`src/rtl/wbrd2axil_pkg.sv`:
```
// ----------------------------------------------------------------------------
// wbrd2axil_pkg
//
// Shared definitions for the Wishbone-read to AXI-lite-read bridge:
//   - AXI-lite response codes as carried on RRESP
//   - bridge state encoding (IDLE / ACTIVE / FLUSH)
//   - a helper that classifies an RRESP value as an error
//
// The only optional feature of the bridge is selected by the macro
// WBRD2AXIL_WE_ERR_EN (see wbrd2axil.sv); nothing here depends on it.
// ----------------------------------------------------------------------------
package wbrd2axil_pkg;

    // AXI-lite response codes. Bit 1 set means the slave (SLVERR) or the
    // interconnect (DECERR) refused the access.
    localparam logic [1:0] AXI_RESP_OKAY   = 2'b00;
    localparam logic [1:0] AXI_RESP_EXOKAY = 2'b01;
    localparam logic [1:0] AXI_RESP_SLVERR = 2'b10;
    localparam logic [1:0] AXI_RESP_DECERR = 2'b11;

    // Bridge state.
    //   IDLE   : nothing outstanding, no bus cycle in progress
    //   ACTIVE : reads outstanding, responses returned as WB ack/err
    //   FLUSH  : bus cycle abandoned (cyc dropped or error seen); the
    //            remaining R beats are drained and thrown away
    typedef enum logic [1:0] {
        IDLE   = 2'd0,
        ACTIVE = 2'd1,
        FLUSH  = 2'd2
    } wbrd_state_t;

    // Any response with bit 1 set (SLVERR/DECERR) is a bus error.
    function automatic logic resp_is_err(input logic resp_hi);
        return resp_hi;
    endfunction

endpackage : wbrd2axil_pkg

```
`src/rtl/wbrd2axil.sv`:
```
// ----------------------------------------------------------------------------
// wbrd2axil
//
// Pipelined Wishbone read slave bridged onto an AXI-lite read master
// (AR and R channels only). Up to 2**LGFIFO reads may be in flight; AXI-lite
// returns read data in order, so each R beat maps directly onto the oldest
// outstanding WB request and no data FIFO is needed (rready is tied high and
// the WB ack path never stalls).
//
// Optional feature (macro WBRD2AXIL_WE_ERR_EN):
//   defined     : a WB write request waits until nothing is outstanding, is
//                 then accepted without any AXI transaction and answered with
//                 o_wb_err on the following cycle.
//   not defined : i_wb_we is ignored and every request is a read.
//
// Ports
//   i_clk          clock
//   w_reset        synchronous, active-high reset
//   i_wb_cyc       WB bus cycle
//   i_wb_stb       WB strobe
//   i_wb_we        WB write enable (only used with WBRD2AXIL_WE_ERR_EN)
//   i_wb_addr      WB word address (AW bits)
//   o_wb_stall     WB stall (combinational)
//   o_wb_ack       WB ack, registered
//   o_wb_data      WB read data, valid with o_wb_ack
//   o_wb_err       WB bus error, registered
//   o_axi_arvalid  AR valid
//   i_axi_arready  AR ready
//   o_axi_araddr   AR byte address = {word address, 2'b00}
//   o_axi_arprot   AR protection, constant OPT_PROT
//   i_axi_rvalid   R valid
//   o_axi_rready   R ready, constant 1
//   i_axi_rdata    R data
//   i_axi_rresp    R response (bit 1 set = SLVERR/DECERR)
// ----------------------------------------------------------------------------
module wbrd2axil
    import wbrd2axil_pkg::*;
#(
    parameter int         C_AXI_ADDR_WIDTH = 28,
    parameter int         C_AXI_DATA_WIDTH = 32,
    parameter int         LGFIFO           = 3,
    parameter logic [2:0] OPT_PROT         = 3'b000,
    localparam int        AW               = C_AXI_ADDR_WIDTH - 2
) (
    input  logic                        i_clk,
    input  logic                        w_reset,

    input  logic                        i_wb_cyc,
    input  logic                        i_wb_stb,
    input  logic                        i_wb_we,
    input  logic [AW-1:0]               i_wb_addr,
    output logic                        o_wb_stall,
    output logic                        o_wb_ack,
    output logic [C_AXI_DATA_WIDTH-1:0] o_wb_data,
    output logic                        o_wb_err,

    output logic                        o_axi_arvalid,
    input  logic                        i_axi_arready,
    output logic [C_AXI_ADDR_WIDTH-1:0] o_axi_araddr,
    output logic [2:0]                  o_axi_arprot,

    input  logic                        i_axi_rvalid,
    output logic                        o_axi_rready,
    input  logic [C_AXI_DATA_WIDTH-1:0] i_axi_rdata,
    input  logic [1:0]                  i_axi_rresp
);

    // Counter is one bit wider than LGFIFO so "full" (2**LGFIFO) is
    // representable; it never wraps because requests stall at full.
    localparam logic [LGFIFO:0] MAX_PENDING = {1'b1, {LGFIFO{1'b0}}};

    wbrd_state_t     state;
    logic [LGFIFO:0] npending;
    logic [LGFIFO:0] npending_next;

    logic            wb_accept;     // WB request taken this cycle
    logic            rd_accept;     // ... and it becomes an AXI read
    logic            wr_accept;     // ... and it is a rejected write
    logic            rd_return;     // an R beat matched to an outstanding read
    logic            rd_error;      // that beat carries SLVERR/DECERR
    logic            we_block;      // write waiting for the pipeline to empty

    assign o_axi_arprot = OPT_PROT;
    assign o_axi_rready = 1'b1;

    // ------------------------------------------------------------------
    // Request side
    // ------------------------------------------------------------------
`ifdef WBRD2AXIL_WE_ERR_EN
    assign we_block = i_wb_we && (npending != '0);
`else
    assign we_block = 1'b0;
`endif

    // A held AR beat only blocks a new request until the cycle it is
    // handshaken, so back-to-back requests flow at one per clock.
    always_comb begin
        o_wb_stall = (o_axi_arvalid && !i_axi_arready)
                  || (npending == MAX_PENDING)
                  || (state == FLUSH)
                  || we_block;
    end

    assign wb_accept = i_wb_cyc && i_wb_stb && !o_wb_stall;

`ifdef WBRD2AXIL_WE_ERR_EN
    assign rd_accept = wb_accept && !i_wb_we;
    assign wr_accept = wb_accept &&  i_wb_we;
`else
    assign rd_accept = wb_accept;
    assign wr_accept = 1'b0;
`endif

    // ------------------------------------------------------------------
    // Response side
    // ------------------------------------------------------------------
    // Beats arriving with nothing outstanding (e.g. stragglers from before
    // a reset) are ignored rather than letting the counter underflow.
    assign rd_return = i_axi_rvalid && (npending != '0);
    assign rd_error  = rd_return && resp_is_err(i_axi_rresp[1]);

    // NOTE: every signal assigned in an always_comb gets a default first,
    //       otherwise the untaken branches infer a latch.
    always_comb begin
        npending_next = npending;
        if (rd_accept && !rd_return)
            npending_next = npending + 1'b1;
        else if (!rd_accept && rd_return)
            npending_next = npending - 1'b1;
    end

    // ------------------------------------------------------------------
    // Control FSM with registered outputs
    // ------------------------------------------------------------------
    // NOTE: clocked state uses non-blocking assignments only, so every
    //       register samples the pre-edge value of every other register.
    always_ff @(posedge i_clk) begin
        if (w_reset) begin
            state         <= IDLE;
            npending      <= '0;
            o_axi_arvalid <= 1'b0;
            o_wb_ack      <= 1'b0;
            o_wb_err      <= 1'b0;
        end else begin
            npending <= npending_next;

            // AR valid rises on accept and stays up until the handshake;
            // an accept on the handshake cycle keeps it up for the next beat.
            if (rd_accept)
                o_axi_arvalid <= 1'b1;
            else if (i_axi_arready)
                o_axi_arvalid <= 1'b0;

            o_wb_ack <= 1'b0;
            o_wb_err <= 1'b0;

            unique case (state)
                IDLE: begin
                    if (rd_accept)
                        state <= ACTIVE;
                end

                ACTIVE: begin
                    // Responses only reach a master that still owns the bus.
                    if (rd_return && i_wb_cyc) begin
                        o_wb_ack <= !rd_error;
                        o_wb_err <=  rd_error;
                    end

                    // An error abandons the rest of the burst, even when the
                    // master drops cyc in the same cycle (err then suppressed).
                    if (rd_error)
                        state <= FLUSH;
                    else if (npending_next == '0)
                        state <= IDLE;
                    else if (!i_wb_cyc)
                        state <= FLUSH;
                end

                FLUSH: begin
                    if ((npending == '0) && !o_axi_arvalid)
                        state <= IDLE;
                end

                default: state <= IDLE;
            endcase

            // Rejected write: no AXI traffic, just an error strobe.
            if (wr_accept)
                o_wb_err <= 1'b1;
        end
    end

    // ------------------------------------------------------------------
    // Datapath registers
    // ------------------------------------------------------------------
    // NOTE: address and data registers carry no reset; they are qualified
    //       by arvalid/ack, which are reset, so their contents never matter
    //       until they have been loaded.
    always_ff @(posedge i_clk) begin
        if (rd_accept)
            o_axi_araddr <= {i_wb_addr, 2'b00};
    end

    always_ff @(posedge i_clk) begin
        if (rd_return && (state == ACTIVE))
            o_wb_data <= i_axi_rdata;
    end

    // Inputs that carry no information for this configuration.
    logic unused_inputs;
`ifdef WBRD2AXIL_WE_ERR_EN
    assign unused_inputs = &{1'b0, i_axi_rresp[0]};
`else
    assign unused_inputs = &{1'b0, i_axi_rresp[0], i_wb_we};
`endif

endmodule : wbrd2axil

```
`config.mk`:
```
export PLATFORM = sky130hd
export DESIGN_NAME = wbrd2axil
export DESIGN_NICKNAME = d
export VERILOG_FILES = /design/src/rtl/wbrd2axil_pkg.sv /design/src/rtl/wbrd2axil.sv
export SDC_FILE = /design/constraint.sdc
export NUM_CORES = 1
export LEC_CHECK = 0
export BUFFER_PORTS_ARGS = -buffer_cell sky130_fd_sc_hd__buf_4
export CAP_MARGIN = 20
export CORE_UTILIZATION = 42
export CTS_CLUSTER_DIAMETER = 200
export CTS_CLUSTER_SIZE = 24
export DETAILED_ROUTE_END_ITERATION = 7
export PLACE_DENSITY_LB_ADDON = 0.05
export SETUP_SLACK_MARGIN = 0.3
export SLEW_MARGIN = 10
export SYNTH_ARGS = -nofsm -noshare
export SYNTH_HDL_FRONTEND = slang
export SYNTH_SLANG_ARGS = --single-unit
```
`constraint.sdc`:
```
create_clock -name i_clk -period 4.6 [get_ports i_clk]
set_clock_uncertainty 0.1 [all_clocks]
set_input_delay 0.23 -clock i_clk [delete_from_list [all_inputs] [get_ports i_clk]]
set_output_delay 0.23 -clock i_clk [all_outputs]
set_load 0.01 [all_outputs]
```
==> metrics.log <==
[metrics] total length of routed wires: 6520 µm
[metrics] worst setup path category: register to register
[metrics] most common cell after layout, fill and taps aside: sky130_fd_sc_hd__buf_4
[metrics] count of boundary I/O pins: 135
[metrics] actual slew at the worst max-slew pin: 0.9120 ns
[metrics] post-route setup TNS: 0 ns
[metrics] most frequently used flop master after synthesis: sky130_fd_sc_hd__edfxtp_1
[metrics] number of sinks on the clock net: 67
[metrics] Core ar.: 0.005886 mm²
[metrics] number of global-route vias before repair: 1951
[metrics] Reg2Reg Depth: 9
[metrics] arrival time at the worst endpoint: 3.04 ns
[metrics] required time of the critical path: 4.73 ns
[metrics] sum of overflow across all layers after global routing: 0
[metrics] post-detailed-route count of antenna-violating nets: 0
[metrics] count of mapped cells out of synthesis: 163
[metrics] CTS Buf Count: 9
[metrics] post-detailed-placement cell area: 0.003570 mm²
[metrics] Slew Limit Fails: 0
[metrics] class of the tightest hold or removal check: primary input to register
[metrics] Max IR drop VDD: 223.5 µV
[metrics] part of the Yosys area used for sequential elements: 0.7515
[metrics] final net count: 425
[metrics] distinct cell type count of the synthesized netlist: 47
[metrics] first-pass GRT wire length: 9804 µm
[metrics] Root Buffer Master: sky130_fd_sc_hd__clkbuf_8
[metrics] final instance area: 0.004355 mm²
[metrics] peak fanout along the critical path: 27
[metrics] most used cells in the layout excluding fill and tap cells: sky130_fd_sc_hd__buf_4 (127), sky130_fd_sc_hd__dlygate4sd3_1 (59), sky130_fd_sc_hd__edfxtp_1 (58)
[metrics] cell with the biggest individual delay on the critical path: sky130_fd_sc_hd__clkinv_1
[metrics] pre-CTS WS: 1.616 ns
[metrics] synthesis-to-layout area growth: 70.30%
[metrics] cells traversed along the worst timing path: inv_1, ha_1, and2b_1, nand2_1, nand2_2, clkinv_1, o221ai_1, xnor2_1, nor2_1
[metrics] Slowest Stage Delay on Critical Path: 0.71 ns
[metrics] Fillers: 396
[metrics] clock-pin slew reported for the worst setup and hold paths after clock tree synthesis: 0.07 ns
[metrics] number of endpoints with negative hold slack in the final report: 0
[metrics] reported max-cap violation count: 0
[metrics] DR DRC count: 0
[metrics] aggregate global-route resource usage: 0.2102
[metrics] end of the worst register-to-register path: npending[0]$_SDFF_PP0_
[metrics] launch point of the worst reg-to-reg path: npending[0]$_SDFF_PP0_
[metrics] Final Util: 0.7400
[metrics] Mean Syn Cell Area: 15.69 µm²
[metrics] synthesized area: 0.002557 mm²
[metrics] total of endpoints with negative setup slack in the final report: 0
[metrics] static leakage: 1.766 nW
[metrics] CTS tree: built
[metrics] die outline area: 0.006406 mm²
[metrics] H-tree level count: 3
[metrics] async set or reset register ratio after synthesis: 0
[metrics] share of cells above drive strength 1: 0.4183
[metrics] cell row count: 28
[metrics] Worst Slack Setup Final: 1.688 ns
[metrics] Routed WL per cell: 14.95 µm
[metrics] minimum setup slack among reg-to-reg paths: 1.69 ns
[metrics] overall via count from detail_route: 2072
[metrics] number of search-and-repair iterations in the first detailed-routing pass: 4
[metrics] chip width: 80.04 µm
[metrics] largest net degree at the start of global routing: 33
[metrics] end point of the most critical hold path: npending[0]$_SDFF_PP0_
[metrics] CTS max path bufs: 2
[metrics] worst hold path stage count: 2
[metrics] post-layout minimum cycle time: 2.912 ns
[metrics] Inserted Diodes: 0
[metrics] crit path launch type: register
[metrics] final weighted congestion of routability-driven global placement: 0.8590
[metrics] critical path capture point type: register
[metrics] clk_lat worst skew: 0.33 ns
[metrics] Fmax: 343.4 MHz
[metrics] initial core utilization: 0.4345
[metrics] worst slew margin relative to its limit: 0.3883
[metrics] half-perimeter wire length after placement: 4253 µm
[metrics] part of the cycle the worst path needs: 0.6330
[metrics] launch instance of the worst min-delay path: w_reset
[metrics] number of synthesized flops with an enable pin: 58
[metrics] Yosys Warn Count: 0
[metrics] antenna violations before repair: 0
[metrics] die span in y: 80.04 µm
[metrics] hold slack final: 0.04723 ns
[metrics] starting DRC count in detailed routing: 123
[metrics] post-CTS setup-driven buffer insertion count: 0
[metrics] power density of the placed cells: 366.8 mW/mm²
[metrics] I/O Buffers: 126
[metrics] via density per instance: 4.752
[metrics] post-synthesis register bit count: 67
[metrics] setup repair after global routing missed its margin: false
[metrics] outcome: complete, no violations
==> per-layer routing <==
layer / vias to the layer above / routed length, µm / track usage / share of wire
met3: 10 / 461 / 0.05714 / 0.071
met5: - / 0 / 0 / 0
met2: 88 / 3308 / 0.3513 / 0.51
met4: 0 / 112 / 0.08929 / 0.017
met1: 976 / 2637 / 0.2551 / 0.40
li1: 998 / - / - / -
==> cell families after synthesis <==
family | count (synthesis) | share of synthesized area
compound gates | 21 | 0.06360
xor+xnor | 1 | 0.003425
fa+ha+maj | 2 | 0.009783
buf+inv | 13 | 0.02788
flops | 67 | 0.7515
other cells | 2 | 0.002937
simple gates | 57 | 0.1409
==> through the flow <==
step / total power [W] / cells
finish: 0.001598 / 436
global route: 0.001677 / 436
CTS: 0.001606 / 436
detailed placement: 0.001085 / 361
global placement: 0.001081 / 361
floorplan: 0.0009506 / 167
==> layout make-up <==
| class | count | area, µm² | area share |
|---|---|---|---|
| multi-input combinational | 87 | 581.8 | 0.1336 |
| timing repair buffer | 186 | 1544 | 0.3545 |
| sequential | 67 | 1922 | 0.4413 |
| inverter | 5 | 18.77 | 0.004309 |
| tap | 75 | 93.84 | 0.02155 |
| clock inverter | 4 | 50.05 | 0.01149 |
| clock buffer | 12 | 145.1 | 0.03332 |
==> worst max-delay path, delay by kind of cell (launching register included) <==
family	cells	cell delay (ns)
buffers and inverters	2	0.85
AOI/OAI and AO/OA	1	0.55
and+or+nand+nor	4	0.51
DFF	1	0.39
adders and majority gates	1	0.24
xor gates and xnor gates	1	0.16
==> worst max path at each step <==
stage,startpoint,endpoint,cells after the start
6_report,npending[0]$_SDFF_PP0_,npending[0]$_SDFF_PP0_,9
5_1_grt,npending[0]$_SDFF_PP0_,npending[0]$_SDFF_PP0_,9
4_1_cts,npending[0]$_SDFF_PP0_,npending[0]$_SDFF_PP0_,9
3_5_place_dp,npending[0]$_SDFF_PP0_,npending[0]$_SDFF_PP0_,9
3_3_place_gp,npending[0]$_SDFF_PP0_,npending[0]$_SDFF_PP0_,9
2_1_floorplan,npending[0]$_SDFF_PP0_,o_wb_data[0]$_DFFE_PP_,5
==> where the power goes <==
part	leakage [nW]	internal (W)	switching, W
logic	1.07	0.000185	0.000186
clock network	0.0926	0.000265	0.000217
registers	0.604	0.000713	0.0000308
==> synth_stat cells (all sizes together) (3+ instances only) <==
master,instances,area share
nor3,7,0.018
o21ai,3,0.0059
nor2,10,0.015
a211oi,3,0.011
nand3,4,0.0078
dfxtp,9,0.070
edfxtp,58,0.68
nor4,3,0.016
buf,6,0.018
or3,3,0.0073
nand2b,3,0.0073
inv,4,0.0059
nor2b,3,0.010
nand2,12,0.019
==> state kept, by name, indices dropped and copies added (netlist names) <==
name           count
npending           4
o_axi_araddr      26
o_axi_arvalid      1
o_wb_ack           1
o_wb_data         32
o_wb_err           1
state              2
==> timing repair <==
item	4_1_cts	5_1_grt
endpoints found under the hold margin	59	0
resized for setup	0	0
hold buffers	59	0
(Power assumes the default switching activity.)
